==> src/rtl/traffic_light_monitor_if.sv <==
// Signal bundle between the traffic-light controller's state/timer output and the monitor.
// The master side samples and clears; the monitor (slave) drives the lamps and status.
interface traffic_light_monitor_if #(
  parameter int TIMER_W = 4,
  parameter int CNT_W   = 16
);
  logic               sample_en;
  logic [1:0]         light_state;
  logic [TIMER_W-1:0] timer_in;
  logic               clear_err;
  logic               lamp_red;
  logic               lamp_yellow;
  logic               lamp_green;
  logic               locked;
  logic               err;
  logic [2:0]         err_code;
  logic [CNT_W-1:0]   cycle_count;

  modport master (
    output sample_en, light_state, timer_in, clear_err,
    input  lamp_red, lamp_yellow, lamp_green, locked, err, err_code, cycle_count
  );

  modport slave (
    input  sample_en, light_state, timer_in, clear_err,
    output lamp_red, lamp_yellow, lamp_green, locked, err, err_code, cycle_count
  );
endinterface

==> src/rtl/traffic_light_monitor.sv <==
// Locks onto the red->green->yellow phase stream, checks every transition and timer step,
// drives fail-safe one-hot lamps, counts completed light cycles and latches the first fault.
module traffic_light_monitor #(
  parameter int TIMER_W     = 4,
  parameter int RED_TIME    = 10,
  parameter int GREEN_TIME  = 10,
  parameter int YELLOW_TIME = 5,
  parameter int CNT_W       = 16
) (
  input logic                    clk,
  input logic                    rst,
  traffic_light_monitor_if.slave bus
);

  localparam logic [1:0] ST_SYNC  = 2'b00;
  localparam logic [1:0] ST_TRACK = 2'b01;
  localparam logic [1:0] ST_FAULT = 2'b10;

  localparam logic [1:0] L_RED     = 2'b00;
  localparam logic [1:0] L_YELLOW  = 2'b01;
  localparam logic [1:0] L_GREEN   = 2'b10;
  localparam logic [1:0] L_ILLEGAL = 2'b11;

  localparam logic [2:0] E_NONE  = 3'd0;
  localparam logic [2:0] E_ENC   = 3'd1;
  localparam logic [2:0] E_TRANS = 3'd2;
  localparam logic [2:0] E_TIMER = 3'd3;

  localparam logic [2:0] LAMPS_RED = 3'b100;

  function automatic logic [TIMER_W-1:0] reload(input logic [1:0] s);
    case (s)
      L_GREEN:  reload = TIMER_W'(GREEN_TIME);
      L_YELLOW: reload = TIMER_W'(YELLOW_TIME);
      default:  reload = TIMER_W'(RED_TIME);
    endcase
  endfunction

  function automatic logic [1:0] succ(input logic [1:0] s);
    case (s)
      L_RED:    succ = L_GREEN;
      L_GREEN:  succ = L_YELLOW;
      default:  succ = L_RED;
    endcase
  endfunction

  // Lamps packed as {red, yellow, green}; anything unrecognised falls back to red.
  function automatic logic [2:0] decode(input logic [1:0] s);
    case (s)
      L_YELLOW: decode = 3'b010;
      L_GREEN:  decode = 3'b001;
      default:  decode = LAMPS_RED;
    endcase
  endfunction

  logic [1:0]         state_q, state_d;
  logic [1:0]         ps_q, ps_d;
  logic [TIMER_W-1:0] pt_q, pt_d;
  logic [2:0]         lamps_q, lamps_d;
  logic               err_q, err_d;
  logic [2:0]         err_code_q, err_code_d;
  logic [CNT_W-1:0]   cnt_q, cnt_d;

  logic [1:0]         eff_state;
  logic [2:0]         fault;

  always_comb begin
    // NOTE: every comb output gets a default first so no path can infer a latch.
    state_d    = state_q;
    ps_d       = ps_q;
    pt_d       = pt_q;
    lamps_d    = lamps_q;
    err_d      = err_q;
    err_code_d = err_code_q;
    cnt_d      = cnt_q;
    eff_state  = state_q;
    fault      = E_NONE;

    // A clear applies first so a sample on the same edge is judged under SYNC rules.
    if (state_q == ST_FAULT && bus.clear_err) begin
      eff_state  = ST_SYNC;
      state_d    = ST_SYNC;
      err_d      = 1'b0;
      err_code_d = E_NONE;
      lamps_d    = decode(ps_q);
    end

    if (bus.sample_en && eff_state != ST_FAULT) begin
      ps_d = bus.light_state;
      pt_d = bus.timer_in;
      if (eff_state == ST_SYNC) begin
        lamps_d = decode(bus.light_state);
        if (bus.light_state != L_ILLEGAL && bus.timer_in == reload(bus.light_state))
          state_d = ST_TRACK;
      end else begin
        if (bus.light_state == L_ILLEGAL)
          fault = E_ENC;
        else if (pt_q != '0 && bus.light_state != ps_q)
          fault = E_TRANS;
        else if (pt_q == '0 && bus.light_state != succ(ps_q))
          fault = E_TRANS;
        else if (pt_q != '0 && bus.timer_in != pt_q - TIMER_W'(1))
          fault = E_TIMER;
        else if (pt_q == '0 && bus.timer_in != reload(bus.light_state))
          fault = E_TIMER;

        if (fault != E_NONE) begin
          state_d    = ST_FAULT;
          err_d      = 1'b1;
          err_code_d = fault;
          lamps_d    = LAMPS_RED;
        end else begin
          lamps_d = decode(bus.light_state);
          if (ps_q == L_YELLOW && bus.light_state == L_RED && cnt_q != '1)
            cnt_d = cnt_q + CNT_W'(1);
        end
      end
    end
  end

  always_ff @(posedge clk) begin
    // NOTE: sequential state uses non-blocking assignments so all registers update together.
    if (rst) begin
      state_q    <= ST_SYNC;
      ps_q       <= L_RED;
      pt_q       <= '0;
      lamps_q    <= LAMPS_RED;
      err_q      <= 1'b0;
      err_code_q <= E_NONE;
      cnt_q      <= '0;
    end else begin
      state_q    <= state_d;
      ps_q       <= ps_d;
      pt_q       <= pt_d;
      lamps_q    <= lamps_d;
      err_q      <= err_d;
      err_code_q <= err_code_d;
      cnt_q      <= cnt_d;
    end
  end

  assign bus.lamp_red    = lamps_q[2];
  assign bus.lamp_yellow = lamps_q[1];
  assign bus.lamp_green  = lamps_q[0];
  assign bus.locked      = (state_q == ST_TRACK);
  assign bus.err         = err_q;
  assign bus.err_code    = err_code_q;
  assign bus.cycle_count = cnt_q;

endmodule

==> src/flat_wrapper.sv <==
// flat-port wrapper written by rule: the top's interface ports become plain ports
module traffic_light_monitor_flat 
#(
  parameter int TIMER_W     = 4,
  parameter int RED_TIME    = 10,
  parameter int GREEN_TIME  = 10,
  parameter int YELLOW_TIME = 5,
  parameter int CNT_W       = 16
)
  (clk, rst, bus_sample_en, bus_light_state, bus_timer_in, bus_clear_err, bus_lamp_red, bus_lamp_yellow, bus_lamp_green, bus_locked, bus_err, bus_err_code, bus_cycle_count);
  traffic_light_monitor_if #(.TIMER_W(TIMER_W), .CNT_W(CNT_W)) bus_i ();
  input logic clk;
  input logic rst;
  input wire logic [$bits(bus_i.sample_en)-1:0] bus_sample_en;
  input wire logic [$bits(bus_i.light_state)-1:0] bus_light_state;
  input wire logic [$bits(bus_i.timer_in)-1:0] bus_timer_in;
  input wire logic [$bits(bus_i.clear_err)-1:0] bus_clear_err;
  output wire logic [$bits(bus_i.lamp_red)-1:0] bus_lamp_red;
  output wire logic [$bits(bus_i.lamp_yellow)-1:0] bus_lamp_yellow;
  output wire logic [$bits(bus_i.lamp_green)-1:0] bus_lamp_green;
  output wire logic [$bits(bus_i.locked)-1:0] bus_locked;
  output wire logic [$bits(bus_i.err)-1:0] bus_err;
  output wire logic [$bits(bus_i.err_code)-1:0] bus_err_code;
  output wire logic [$bits(bus_i.cycle_count)-1:0] bus_cycle_count;
  assign bus_i.sample_en = bus_sample_en;
  assign bus_i.light_state = bus_light_state;
  assign bus_i.timer_in = bus_timer_in;
  assign bus_i.clear_err = bus_clear_err;
  assign bus_lamp_red = bus_i.lamp_red;
  assign bus_lamp_yellow = bus_i.lamp_yellow;
  assign bus_lamp_green = bus_i.lamp_green;
  assign bus_locked = bus_i.locked;
  assign bus_err = bus_i.err;
  assign bus_err_code = bus_i.err_code;
  assign bus_cycle_count = bus_i.cycle_count;
  traffic_light_monitor #(.TIMER_W(TIMER_W), .RED_TIME(RED_TIME), .GREEN_TIME(GREEN_TIME), .YELLOW_TIME(YELLOW_TIME), .CNT_W(CNT_W)) u_core (.clk(clk), .rst(rst), .bus(bus_i));
endmodule
==> config.mk <==
export PLATFORM = sky130hd
export DESIGN_NAME = traffic_light_monitor_flat
export DESIGN_NICKNAME = d
export VERILOG_FILES = /design/src/rtl/traffic_light_monitor_if.sv /design/src/rtl/traffic_light_monitor.sv /design/src/flat_wrapper.sv
export SDC_FILE = /design/constraint.sdc
export NUM_CORES = 1
export LEC_CHECK = 0
export CAP_MARGIN = 20
export CORE_MARGIN = 4
export CORE_UTILIZATION = 51
export DETAILED_ROUTE_END_ITERATION = 10
export MAX_ROUTING_LAYER = met4
export PLACE_DENSITY_LB_ADDON = 0.08
export SYNTH_ARGS = -nofsm -noshare
export SYNTH_HDL_FRONTEND = slang
export SYNTH_SLANG_ARGS = --single-unit
export TNS_END_PERCENT = 1
==> constraint.sdc <==
create_clock -name clk -period 3.3 [get_ports clk]
set_input_delay 0.66 -clock clk [delete_from_list [all_inputs] [get_ports clk]]
set_output_delay 0.66 -clock clk [all_outputs]
set_load 0.02 [all_outputs]
Word level (Yosys, flattened, before mapping)
Cells that the tools add are included.

operators by class
  $add $sub $neg = 2
  equal/unequal tests = 15
  reductions and logical operators = 17
  bitwise logic cells = 2
  mux-type cells = 40

operators with widths
  cell                                              count
  2-to-1 mux 3 bit                                  14
  2-to-1 mux 4 bit                                  9
  2-to-1 mux 2 bit                                  10
  adder 16 x 1 -> 16 bit, second input constant     1
  inequality test 16 bit, second input constant     1
  case mux 3 bit (2 select lines)                   2
  logical AND 1 bit                                 9
  == test 2 bit, second input constant              4
  inequality test 4 bit                             2
  == test 2 x 1 -> 1 bit, second input constant     3
  zero test 2 bit                                   3
  == test 4 bit                                     1
  zero test 4 bit                                   1
  2-to-1 mux 1 bit                                  4
  inequality test 2 bit                             2
  inequality test 2 bit, second input constant      2
  case mux 2 bit (2 select lines)                   1
  AND reduction 4 bit                               1
  nonzero test 4 bit                                1
  subtractor 4 x 1 -> 4 bit, second input constant  1
  nonzero test 3 bit                                1
  NOT 1 bit                                         2
  nonzero test 2 bit                                1

word-level totals
  bits of input ports = 10
  logic and storage cells = 83
  output and inout port bits = 24
  flip-flop bits (word level) = 31

Longest topological paths before layout
Gate-level depths: netlist of the first run.

  word-level depth = 26
  depth in mapped cells = 10
  gate-level depth less buffers = 8

Least setup slack after synthesis of the first run
Ideal clock, no wire load.

  path kind = input to register
  start = in bus_light_state[0]
  end = reg u_core.cnt_q[7], in the netlist u_core.bus.cycle_count[7]
  setup time = 70 ps
  path buffers = 1
  data arrival time = 2282 ps
  path slack = 948 ps
  stages on the path = 7
  data required time = 3230 ps
  cell sequence = ha_1 or3_1 nor4_4 o21ai_2 buf_6 or4_1 a21oi_1

between the ends
  longest elaborated chain between the ends = 20
  elaborated cells between the ends (all ways) = 28
  those cells by class = eq/ne: 5; mux: 14; bitwise: 1; reduce/logical: 8

ends and longest elaborated chain
  element                            line                          text
  from (decl)                        flat_wrapper.sv:15            input wire logic [$bits(bus_i.light_state)-1:0] bus_light_state;
  == test 2 x 1 -> 1 bit             traffic_light_monitor.sv:32   case (s)
  2-to-1 mux 4 bit                   traffic_light_monitor.sv:32
  2-to-1 mux 4 bit                   traffic_light_monitor.sv:102  else if (pt_q != '0 && bus.timer_in != pt_q - TIMER_W'(1))
  2-to-1 mux 4 bit                   traffic_light_monitor.sv:100  else if (pt_q == '0 && bus.light_state != succ(ps_q))
  2-to-1 mux 4 bit                   traffic_light_monitor.sv:98   else if (pt_q != '0 && bus.light_state != ps_q)
  2-to-1 mux 4 bit                   traffic_light_monitor.sv:96   if (bus.light_state == L_ILLEGAL)
  2-to-1 mux 4 bit                   traffic_light_monitor.sv:91   if (eff_state == ST_SYNC) begin
  2-to-1 mux 4 bit                   traffic_light_monitor.sv:88   if (bus.sample_en && eff_state != ST_FAULT) begin
  [... 4 more ...]                   n/a
  2-to-1 mux 3 bit                   traffic_light_monitor.sv:100
  2-to-1 mux 3 bit                   traffic_light_monitor.sv:98
  2-to-1 mux 3 bit                   traffic_light_monitor.sv:96
  2-to-1 mux 3 bit                   traffic_light_monitor.sv:91
  2-to-1 mux 3 bit                   traffic_light_monitor.sv:88
  nonzero test 3 bit                 traffic_light_monitor.sv:107  if (fault != E_NONE) begin
  NOT 1 bit (no line)                n/a
  AND reduction 4 bit (no line) (*)  n/a
  to (signal assigned)               traffic_light_monitor.sv:138  cnt_q <= cnt_d;
  to (decl)                          traffic_light_monitor.sv:62   logic [CNT_W-1:0] cnt_q, cnt_d;

Mark *: on every way between the ends. The rest lies on a longest branch, timed or not. The select of a mux whose other input is x is not followed.
A chain may end at the register's enable or synchronous reset.

Worst setup path after layout of the first run
Ends and elaborated chain as after synthesis.

==> results of run 1 <==
## metrics by stage
step / utilization, % / hold slack (ps) / setup slack, ps
global placement: 65.9 / 415 / 204
floorplan: - / 481 / 948
finish: 67.5 / 432 / 452
global route: 67.5 / 464 / 171
CTS: 67.5 / 435 / 469
detailed placement: 65.9 / 421 / 127
## sequential cells by signal, summed over array words and instances, names as in the netlist
| name | cells |
|---|---|
| u_core.bus.cycle_count | 16 |
| u_core.bus.err | 1 |
| u_core.bus.err_code | 3 |
| u_core.lamps_q | 3 |
| u_core.ps_q | 2 |
| u_core.pt_q | 4 |
| u_core.state_q | 2 |
## worst min path at each step
stage | from | to | cells past startpoint
floorplan | u_core.state_q[1]$_SDFF_PP0_ | u_core.state_q[1]$_SDFF_PP0_ | 2
global placement | u_core.bus.err_code[2]$_SDFF_PP0_ | u_core.bus.err_code[2]$_SDFF_PP0_ | 2
detailed placement | u_core.bus.err_code[2]$_SDFF_PP0_ | u_core.bus.err_code[2]$_SDFF_PP0_ | 2
CTS | u_core.bus.err_code[2]$_SDFF_PP0_ | u_core.bus.err_code[2]$_SDFF_PP0_ | 2
global route | u_core.bus.err_code[2]$_SDFF_PP0_ | u_core.bus.err_code[2]$_SDFF_PP0_ | 2
finish | u_core.bus.err_code[2]$_SDFF_PP0_ | u_core.bus.err_code[2]$_SDFF_PP0_ | 2
## layout by cell type, fill, tap and decap left out, types with 2 or more instances in the layout
cell type        instances
dfxtp_1                 31
nand4_1                  4
xnor2_1                  8
or4_1                    7
nor3_1                   6
nand3_1                 10
inv_1                    9
nor4bb_1                 2
clkbuf_1                 2
xor2_1                   3
o21ai_0                 10
a21oi_1                 19
or3_1                   11
o31ai_1                  6
nand2_1                 10
clkdlybuf4s50_1         33
o32ai_1                  3
mux2i_1                  6
nor2_1                  19
buf_4                    2
ha_1                    11
clkbuf_4                 5
## synthesized netlist by cell type, types with 2 or more instances
| master | count | share of area [%] |
|---|---|---|
| xor2_1 | 3 | 1.5 |
| or3_1 | 11 | 4.0 |
| dfxtp_1 | 31 | 36 |
| nor4bb_1 | 2 | 1.2 |
| a21oi_1 | 19 | 5.6 |
| xnor2_1 | 8 | 4.1 |
| o21ai_0 | 10 | 2.9 |
| ha_1 | 11 | 8.1 |
| nand2_1 | 10 | 2.2 |
| nand3_1 | 10 | 2.9 |
| clkbuf_1 | 5 | 1.1 |
| or4_1 | 7 | 3.1 |
| nand4_1 | 4 | 1.5 |
| mux2i_1 | 6 | 3.5 |
| o31ai_1 | 6 | 2.6 |
| o32ai_1 | 3 | 1.5 |
| nor3_1 | 6 | 1.8 |
| nor2_1 | 19 | 4.2 |
| inv_1 | 9 | 2.0 |
## kinds of logic (layout without fill, tap and decap cells)
family | after synthesis | count (layout) | share of synthesized area (%)
fa+ha+maj | 11 | 11 | 8.09
buf+inv | 17 | 52 | 4.27
mux | 6 | 6 | 3.53
simple gates | 78 | 78 | 25.8
xor+xnor | 11 | 11 | 5.67
flops | 31 | 31 | 36.5
compound gates | 45 | 45 | 16.2
## final cells by class
type	instances	area share, %
Clock inverter	1	0.237
Multi-Input combinational cell	151	47.7
Tap cell	44	2.61
Clock buffer	7	2.13
Timing Repair Buffer	35	16.4
Inverter	9	1.60
Sequential cell	31	29.4
## worst max-delay path, delay by kind of cell
family / cells / cell delay (ps)
buffers and inverters: 1 / 510
adders and majority gates: 1 / 310
AOI/OAI and AO/OA: 2 / 470
and+or+nand+nor: 3 / 1160
## layer usage
| metal | up-vias | track usage, % | part of all wire [%] |
|---|---|---|---|
| li1 | 793 | - | - |
| met1 | 740 | 25.3 | 47 |
| met2 | 55 | 31.7 | 47 |
| met3 | 9 | 4.44 | 4.6 |
| met4 | 0 | 7.51 | 1.7 |
| met5 | - | - | 0 |
## power by group through the flow
stage	registers, mW	logic, mW	clock network (mW)
after floorplan	0.400	0.0605	0
after global placement	0.397	0.0951	0
after detailed placement	0.397	0.0981	0
after CTS	0.389	0.0986	0.218
after global routing	0.390	0.107	0.236
final	0.389	0.0984	0.213
==> Implementation_results.wiki, run 1 <==
{| class="wikitable"
! Metric !! Value
|-
| Result of the run || finished clean
|-
| Slowest cell delay on critical path || 560 ps
|-
| Static Leakage || 0.725 nW
|-
| Quantity of hold-fixing buffers added after cts || 0
|-
| Post-Layout Inst Area || 2110 um2
|-
| Clock latency on the worst-skew pair || 320 ps
|-
| Detailed-route wire length || 3920 um
|-
| Filler cell count || 258
|-
| Total net switching power || 189 uW
|-
| Initial cell density of the core || 54.4%
|-
| Post-DP Area || 2060 um2
|-
| Highest attainable clock frequency || 351 MHz
|-
| Area of all sequential standard cells || 621 um2
|-
| Cell Chain, Critical Path || clkdlybuf4s50_1, ha_1, or3_1, nor4_4, o21ai_2, or4_1, a21oi_1
|-
| IO Pins || 34
|-
| Clock buffers created by TritonCTS || 5
|-
| Internal Power || 511 uW
|-
| Worst supply voltage drop on vdd || 0.288 mV
|-
| Die footprint || 4320 um2
|-
| Final non-filler cell total || 278
|-
| Layout overhead on the synthesized area || 24.2%
|-
| Cell area after synthesis || 1700 um2
|-
| Count of state elements after synthesis || 31
|-
| Beginning of the critical path || bus_light_state[0]
|-
| Area of the multi-input gates || 1010 um2
|-
| Via count of the routed design || 1,597
|-
| Final setup viols || 0
|-
| GR Overflow Total || 0
|-
| Count of final max-slew check failures || 0
|-
| First-pass DRT Iterations || 4
|-
| Cells after Synth || 199
|-
| Cell with the largest stage delay on the worst path || or4_1
|-
| Shortest period the worst path allows || 2850 ps
|-
| Switching part of the total power || 27.0%
|-
| Weighted congestion reported at the end of routability-driven placement || 0.847
|-
| Post-route ant nets || 0
|-
| Relative slew slack || 34.1%
|-
| Drt via density || 5.74
|-
| Diodes inserted || 0
|-
| R2r startpoint || u_core.pt_q[0]$_SDFFE_PP0P_
|-
| Fraction of power consumed by sequential logic || 55.6%
|-
| Synthesized area per cell || 8.54 um2
|-
| Fraction of layout instances using a drive strength above 1 || 5.13%
|-
| Post-CTS sizing || 0
|-
| Kind of launch point of the worst setup path || primary input
|-
| Nets || 254
|-
| Unrepaired setup endpoints after global routing || no
|-
| Clock tree from TritonCTS || yes
|-
| Number of synthesized flops with an enable pin || 0
|-
| Required arrival time at the worst endpoint || 3560 ps
|-
| Worst reg-to-reg setup slack || 620 ps
|-
| Crit path max fanout || 30
|-
| Share of total power in combinational logic || 14.1%
|-
| Final total negative setup slack || 0 ps
|-
| Post-Synthesis Net Count || 220
|-
| Number of distinct library cell variants in the gate-level netlist after synthesis || 38
|-
| Classification of the worst setup path || in -> reg
|-
| Rows || 20
|-
| Proportion of synthesized flip-flops having asynchronous set or reset || 0%
|-
| Terminus of the critical flop-to-flop path || u_core.bus.cycle_count[7]$_SDFFE_PP0P_
|-
| Worst slew pin tran || 988 ps
|-
| Critical path capture point type || register
|-
| Worst reg2reg path depth || 8
|-
| Arrival time reported for the critical path endpoint || 3110 ps
|-
| Ratio of total power to cell area || 331 nW/um2
|-
| Largest net degree at the start of global routing || 31
|-
| Power Total || 700 uW
|-
| Buffers added on ports || 33
|-
| MaxCap Viol Count || 0
|-
| Antenna violations before repair || 0
|-
| Number of buffers on the longest clock path || 2
|-
| Ratio of final minimum period to clock period || 86.3%
|-
| Count of endpoints failing hold in the final timing report || 0
|-
| Top FF cell, synth || dfxtp_1
|-
| Path category of the worst min-delay check || reg -> reg
|-
| Capture point of the critical path || u_core.bus.cycle_count[7]$_SDFFE_PP0P_
|-
| Die Y || 65.7 um
|-
| Reg clk slew, reported paths || 100 ps
|-
| Post-detail-place hpwl || 2910 um
|-
| Number of setup buffers added after CTS || 0
|-
| Placed Cells || 270
|-
| Drt first-iter violations || 152
|-
| Clock Sinks || 31
|-
| Number of levels the H-tree was split into || 2
|-
| Total routing usage reported by global routing || 20.1%
|-
| Root cell of the clock tree || clkbuf_4
|-
| First-pass GRT wire length || 6710 um
|-
| Wire length per cell after detailed routing || 14.1 um
|-
| Register area share after synthesis || 36.5%
|-
| Core footprint || 3130 um2
|-
| Overall die width || 65.7 um
|-
| Drc violations || 0
|-
| Part of the total power dissipated in the clock network || 30.4%
|-
| Via count of the first global-routing pass || 1,499
|-
| Maximum clock skew at final layout || 6.01 ps
|-
| Syn. warnings || 0
|}
Note: power is estimated with default switching activity, not from simulation.
==> run 2: changes to the inputs <==
Settings changed: CORE_MARGIN 4 to 2.
==> Implementation_results.wiki, run 2 (synthesis gave the netlist of run 1 again) <==
{| class="wikitable"
! Metric !! Value
|-
| Overall die width || 61.7 um (was 65.7 um)
|-
| Weighted congestion reported at the end of routability-driven placement || 0.828 (was 0.847)
|-
| Via count of the first global-routing pass || 1,472 (was 1,499)
|-
| Post-detail-place hpwl || 2730 um (was 2910 um)
|-
| End point of the most critical hold path || u_core.bus.err_code[2]$_SDFF_PP0_ (unchanged)
|-
| Post-layout utilization of the core || 69.2% (was 67.5%)
|-
| Quantity of hold-fixing buffers added after cts || 0 (unchanged)
|-
| Via count of the routed design || 1,579 (was 1,597)
|-
| Switching part of the total power || 24.4% (was 27.0%)
|-
| Antenna violations before repair || 0 (unchanged)
|-
| Required arrival time at the worst endpoint || 3590 ps (was 3560 ps)
|-
| Rows || 20 (unchanged)
|-
| Unrepaired setup endpoints after global routing || no (unchanged)
|-
| Total routing usage reported by global routing || 23.5% (was 20.1%)
|-
| Crit path max fanout || 30 (unchanged)
|-
| Kind of launch point of the worst setup path || primary input (unchanged)
|-
| Terminus of the critical flop-to-flop path || u_core.bus.cycle_count[13]$_SDFFE_PP0P_ (was u_core.bus.cycle_count[7]$_SDFFE_PP0P_)
|-
| Buffers added on ports || 33 (unchanged)
|-
| Maximum clock skew at final layout || 12.8 ps (was 6.01 ps)
|-
| Fraction of layout instances using a drive strength above 1 || 5.98% (was 5.13%)
|-
| Critical path capture point type || register (unchanged)
|-
| Largest register FFs || 16 (unchanged)
|-
| Worst reg2reg path depth || 8 (unchanged)
|-
| IO Pins || 34 (unchanged)
|-
| GR Overflow Total || 0 (unchanged)
|-
| Shortest period the worst path allows || 2870 ps (was 2850 ps)
|-
| First-pass DRT Iterations || 5 (was 4)
|-
| Nets || 254 (unchanged)
|-
| MaxCap Viol Count || 0 (unchanged)
|-
| Part of the total power dissipated in the clock network || 39.4% (was 30.4%)
|-
| Final setup viols || 0 (unchanged)
|-
| Ratio of final minimum period to clock period || 87.1% (was 86.3%)
|-
| Drt via density || 5.68 (was 5.74)
|-
| Post-route ant nets || 0 (unchanged)
|-
| Die footprint || 3810 um2 (was 4320 um2)
|-
| Count of endpoints failing hold in the final timing report || 0 (unchanged)
|-
| Commonest cells after routing, fill and taps aside || clkdlybuf4s50_1, dfxtp_1, nor2_1, a21oi_1 (unchanged)
|-
| Ratio of total power to cell area || 374 nW/um2 (was 331 nW/um2)
|-
| Path category of the worst min-delay check || reg -> reg (unchanged)
|-
| Static Leakage || 0.744 nW (was 0.725 nW)
|-
| Post-Layout Inst Area || 2150 um2 (was 2110 um2)
|-
| Largest net degree at the start of global routing || 31 (unchanged)
|-
| Reg clk slew, reported paths || 110 ps (was 100 ps)
|-
| Core footprint || 3100 um2 (was 3130 um2)
|-
| Arrival time reported for the critical path endpoint || 3160 ps (was 3110 ps)
|-
| Filler cell count || 274 (was 258)
|-
| Classification of the worst setup path || in -> reg (unchanged)
|-
| Count of final max-slew check failures || 0 (unchanged)
|-
| Layout overhead on the synthesized area || 26.3% (was 24.2%)
|-
| Relative slew slack || 36.6% (was 34.1%)
|-
| Clock latency on the worst-skew pair || 350 ps (was 320 ps)
|-
| Initial cell density of the core || 54.8% (was 54.4%)
|-
| Final total negative setup slack || 0 ps (unchanged)
|-
| Worst reg-to-reg setup slack || 670 ps (was 620 ps)
|-
| Number of buffers on the longest clock path || 2 (unchanged)
|-
| Worst supply voltage drop on vdd || 0.261 mV (was 0.288 mV)
|-
| Area of all sequential standard cells || 621 um2 (unchanged)
|-
| Clock Sinks || 31 (unchanged)
|-
| Die Y || 61.7 um (was 65.7 um)
|-
| Detailed-route wire length || 3740 um (was 3920 um)
|-
| Share of total power in combinational logic || 12.2% (was 14.1%)
|-
| Hold wc startpoint || u_core.bus.err_code[2]$_SDFF_PP0_ (unchanged)
|-
| Number of setup buffers added after CTS || 0 (unchanged)
|-
| R2r startpoint || u_core.pt_q[0]$_SDFFE_PP0P_ (unchanged)
|-
| Highest attainable clock frequency || 348 MHz (was 351 MHz)
|-
| Hold depth || 2 (unchanged)
|-
| Drc violations || 0 (unchanged)
|-
| Wire length per cell after detailed routing || 13.5 um (was 14.1 um)
|-
| Total net switching power || 196 uW (was 189 uW)
|-
| Internal Power || 607 uW (was 511 uW)
|-
| Post-DP Area || 2060 um2 (unchanged)
|-
| Root cell of the clock tree || clkbuf_4 (unchanged)
|-
| Number of levels the H-tree was split into || 2 (unchanged)
|-
| Most common cell after layout, fill and taps aside || clkdlybuf4s50_1 (unchanged)
|-
| Result of the run || finished clean (unchanged)
|-
| Post-CTS sizing || 0 (unchanged)
|-
| Drt first-iter violations || 95 (was 152)
|-
| Clock tree from TritonCTS || yes (unchanged)
|-
| Fraction of power consumed by sequential logic || 48.4% (was 55.6%)
|-
| First-pass GRT wire length || 6360 um (was 6710 um)
|-
| Area of the multi-input gates || 1010 um2 (unchanged)
|-
| Worst slew pin tran || 950 ps (was 988 ps)
|-
| Diodes inserted || 0 (unchanged)
|-
| Clock buffers created by TritonCTS || 5 (unchanged)
|}
[run 2: changes by cell type in the layout (fill, tap and decap cells not counted)]
cell	before	now
clkbuf_1	2	0
bufinv_16	0	1
clkbuf_8	0	1
[run 2: worst max path at each step]
stage,depth (start not counted),startpoint,end
floorplan,7,bus_light_state[0],u_core.bus.cycle_count[7]$_SDFFE_PP0P_
global placement,7,bus_light_state[0],u_core.bus.cycle_count[14]$_SDFFE_PP0P_
detailed placement,7,bus_light_state[0],u_core.bus.cycle_count[14]$_SDFFE_PP0P_
CTS,8,bus_light_state[1],u_core.bus.cycle_count[8]$_SDFFE_PP0P_
global route,8,bus_light_state[1],u_core.bus.cycle_count[8]$_SDFFE_PP0P_
finish,8,bus_light_state[1],u_core.bus.cycle_count[8]$_SDFFE_PP0P_
[run 2: layout make-up]
cell class	instances	share of cell area (%)
Inverter	9	1.57
Sequential cell	31	28.9
Timing Repair Buffer	35	16.1
Clock buffer	6	2.39
Clock inverter	2	1.63
Multi-Input combinational cell	151	46.9
Tap cell	44	2.56
[run 2: metal layers]
| metal | routed length (um) | up-vias | track usage (%) |
|---|---|---|---|
| met4 | 96 | 0 | 13.7 |
| met3 | 172 | 10 | 5.18 |
| li1 | - | 789 | - |
| met1 | 1800 | 732 | 29.7 |
| met2 | 1670 | 48 | 34.6 |
| met5 | 0 | - | - |
[run 2: worst max-delay path, stage by stage]
cell and delay [ps]:
clkdlybuf4s50_1 590, inv_1 120, ha_1 230, mux2i_1 280, nor3_1 130, o21ai_2 750, o21ai_0 230, a21oi_1 180
[run 2: power groups by stage]
stage | registers [mW] | clock network (mW) | logic [mW]
final | 0.389 | 0.316 | 0.0983
after global routing | 0.390 | 0.338 | 0.109
after CTS | 0.389 | 0.321 | 0.0986
after detailed placement | 0.397 | 0 | 0.0979
after global placement | 0.397 | 0 | 0.0950
after floorplan | 0.400 | 0 | 0.0605
[run 2: through the flow]
step | cells | hold slack, ps | power (mW) | worst slack (ps)
finish | 278 | 441 | 0.803 | 426
global route | 278 | 477 | 0.837 | 150
CTS | 278 | 445 | 0.809 | 466
detailed placement | 270 | 430 | 0.495 | 105
global placement | 270 | 418 | 0.492 | 201
floorplan | 199 | 481 | 0.460 | 948
==> run 3: changes to the inputs <==
Settings changed: CORE_ASPECT_RATIO set to 0.75, HOLD_SLACK_MARGIN set to 0.06.
==> Implementation_results.wiki, run 3 (synthesis gave the netlist of run 1 again) <==
{| class="wikitable"
! Metric !! Value
|-
| Wire length per cell after detailed routing || 13.5 um (about the same)
|-
| Ratio of final minimum period to clock period || 89.5% (was 87.1%)
|-
| Nets || 254 (unchanged)
|-
| Arrival time reported for the critical path endpoint || 3160 ps (about the same)
|-
| IO Pins || 34 (unchanged)
|-
| Antenna violations before repair || 0 (unchanged)
|-
| First-pass DRT Iterations || 4 (was 5)
|-
| Clock latency on the worst-skew pair || 280 ps (was 350 ps)
|-
| Total routing usage reported by global routing || 21.6% (was 23.5%)
|-
| Number of levels the H-tree was split into || 2 (unchanged)
|-
| Weighted congestion reported at the end of routability-driven placement || 0.914 (was 0.828)
|-
| Overall die width || 70.7 um (was 61.7 um)
|-
| Final setup viols || 0 (unchanged)
|-
| Drt first-iter violations || 131 (was 95)
|-
| Diodes inserted || 0 (unchanged)
|-
| MaxCap Viol Count || 0 (unchanged)
|-
| Detailed-route wire length || 3710 um (was 3740 um)
|-
| Layout overhead on the synthesized area || 25.8% (was 26.3%)
|-
| Worst slew pin tran || 940 ps (was 950 ps)
|-
| Core footprint || 3240 um2 (was 3100 um2)
|-
| Quantity of hold-fixing buffers added after cts || 0 (unchanged)
|-
| Largest net degree at the start of global routing || 31 (unchanged)
|-
| Crit path max fanout || 30 (unchanged)
|-
| Buffers added on ports || 33 (unchanged)
|-
| Clock buffers created by TritonCTS || 5 (unchanged)
|-
| Most common cell after layout, fill and taps aside || clkdlybuf4s50_1 (unchanged)
|-
| Final total negative setup slack || 0 ps (unchanged)
|-
| First-pass GRT wire length || 6240 um (was 6360 um)
|-
| Clock tree from TritonCTS || yes (unchanged)
|-
| Kind of launch point of the worst setup path || primary input (unchanged)
|-
| Largest register FFs || 16 (unchanged)
|-
| Count of endpoints failing hold in the final timing report || 0 (unchanged)
|-
| Post-layout utilization of the core || 65.9% (was 69.2%)
|-
| Highest attainable clock frequency || 339 MHz (was 348 MHz)
|-
| Critical path capture point type || register (unchanged)
|-
| Post-route ant nets || 0 (unchanged)
|-
| Filler cell count || 291 (was 274)
|-
| Rows || 18 (was 20)
|-
| Number of buffers on the longest clock path || 2 (unchanged)
|-
| Required arrival time at the worst endpoint || 3510 ps (was 3590 ps)
|-
| Unrepaired setup endpoints after global routing || no (unchanged)
|-
| Maximum clock skew at final layout || 4.50 ps (was 12.8 ps)
|-
| Via count of the routed design || 1,579 (unchanged)
|-
| Drt via density || 5.76 (was 5.68)
|-
| GR Overflow Total || 0 (unchanged)
|-
| Relative slew slack || 37.3% (was 36.6%)
|-
| Ratio of total power to cell area || 359 nW/um2 (was 374 nW/um2)
|-
| Fraction of layout instances using a drive strength above 1 || 5.13% (was 5.98%)
|-
| Shortest period the worst path allows || 2950 ps (was 2870 ps)
|-
| Worst supply voltage drop on vdd || 0.277 mV (was 0.261 mV)
|-
| Clock Sinks || 31 (unchanged)
|-
| Routed wire length on met3 || 244 um (was 172 um)
|-
| Slowest cell delay on critical path || 740 ps (was 750 ps)
|-
| Area of the multi-input gates || 1010 um2 (unchanged)
|-
| Path category of the worst min-delay check || reg -> reg (unchanged)
|-
| Classification of the worst setup path || in -> reg (unchanged)
|-
| Static Leakage || 0.737 nW (was 0.744 nW)
|-
| Reg clk slew, reported paths || 60 ps (was 110 ps)
|-
| Initial cell density of the core || 52.4% (was 54.8%)
|-
| Root cell of the clock tree || clkbuf_8 (was clkbuf_4)
|-
| Drc violations || 0 (unchanged)
|-
| Die Y || 54.0 um (was 61.7 um)
|-
| Post-CTS sizing || 0 (unchanged)
|-
| Via count of the first global-routing pass || 1,363 (was 1,472)
|-
| Area of all sequential standard cells || 621 um2 (unchanged)
|-
| Number of setup buffers added after CTS || 0 (unchanged)
|-
| Die footprint || 3820 um2 (was 3810 um2)
|-
| Met2 wirelength from detailed routing || 1610 um (was 1670 um)
|-
| Delay-heaviest family, CP || compound AO/OA/AOI/OAI gates (unchanged)
|-
| Result of the run || finished clean (unchanged)
|-
| Commonest cells after routing, fill and taps aside || clkdlybuf4s50_1, dfxtp_1, nor2_1, a21oi_1 (unchanged)
|-
| Post-detail-place hpwl || 2760 um (was 2730 um)
|-
| Max Used Layer || met4 (unchanged)
|-
| Cell with the largest stage delay on the worst path || o21ai_2 (unchanged)
|-
| Wire length on met1 || 1810 um (was 1800 um)
|-
| Cell Chain, Critical Path || clkdlybuf4s50_1, inv_1, ha_1, mux2i_1, nor3_1, o21ai_2, o21ai_0, a21oi_1 (unchanged)
|-
| Critical path buffer and inverter count || 2 (unchanged)
|-
| Count of final max-slew check failures || 0 (unchanged)
|}
## run 3: changes by cell type in the layout (fill, tap and decap cells not counted), sizes merged
cell,before,now
bufinv,1,0
clkbuf,6,7
## run 3: report_power, final
part           switching (mW)  leakage [nW]  internal (mW)
clock network           0.132        0.0422          0.148
registers             0.00703         0.252          0.382
logic                  0.0530         0.444         0.0467
## run 3: final timing paths
kind / from / slack (ps) / end / cells past startpoint
max: bus_light_state[1] / 350 / u_core.bus.cycle_count[5]$_SDFFE_PP0P_ / 8
min: u_core.bus.err_code[2]$_SDFF_PP0_ / 430 / u_core.bus.err_code[2]$_SDFF_PP0_ / 2
max reg2reg: u_core.pt_q[0]$_SDFFE_PP0P_ / 660 / u_core.bus.cycle_count[14]$_SDFFE_PP0P_ / 8
min reg2reg: u_core.bus.err_code[2]$_SDFF_PP0_ / 430 / u_core.bus.err_code[2]$_SDFF_PP0_ / 2
## run 3: per-stage QoR
stage / instance area [um2] / hold slack, ps / setup WS [ps] / power (mW) / cells
floorplan: 1700 / 481 / 948 / 0.460 / 199
global placement: 2060 / 416 / 199 / 0.492 / 266
detailed placement: 2060 / 428 / 83.9 / 0.497 / 266
CTS: 2140 / 438 / 372 / 0.777 / 274
global route: 2140 / 448 / 121 / 0.804 / 274
finish: 2140 / 435 / 347 / 0.768 / 274
## run 3: final cells by class
type	count	share of cell area, %
sequential	31	29.0
timing repair buffer	35	16.1
multi-input combinational	151	47.1
inverter	9	1.58
clock buffer	7	3.57
tap	40	2.34
clock inverter	1	0.234
## run 3: tightest hold or removal path: stages (launching register included)
cell	delay (ps)
dfxtp_1	310
nand2_1	50
nor2_1	30
## run 3: layer usage
layer  vias to the layer above  track usage [%]
li1                        795                -
met1                       726             28.1
met2                        50             33.3
met3                         8             6.37
met4                         0             5.97
met5                         -                -
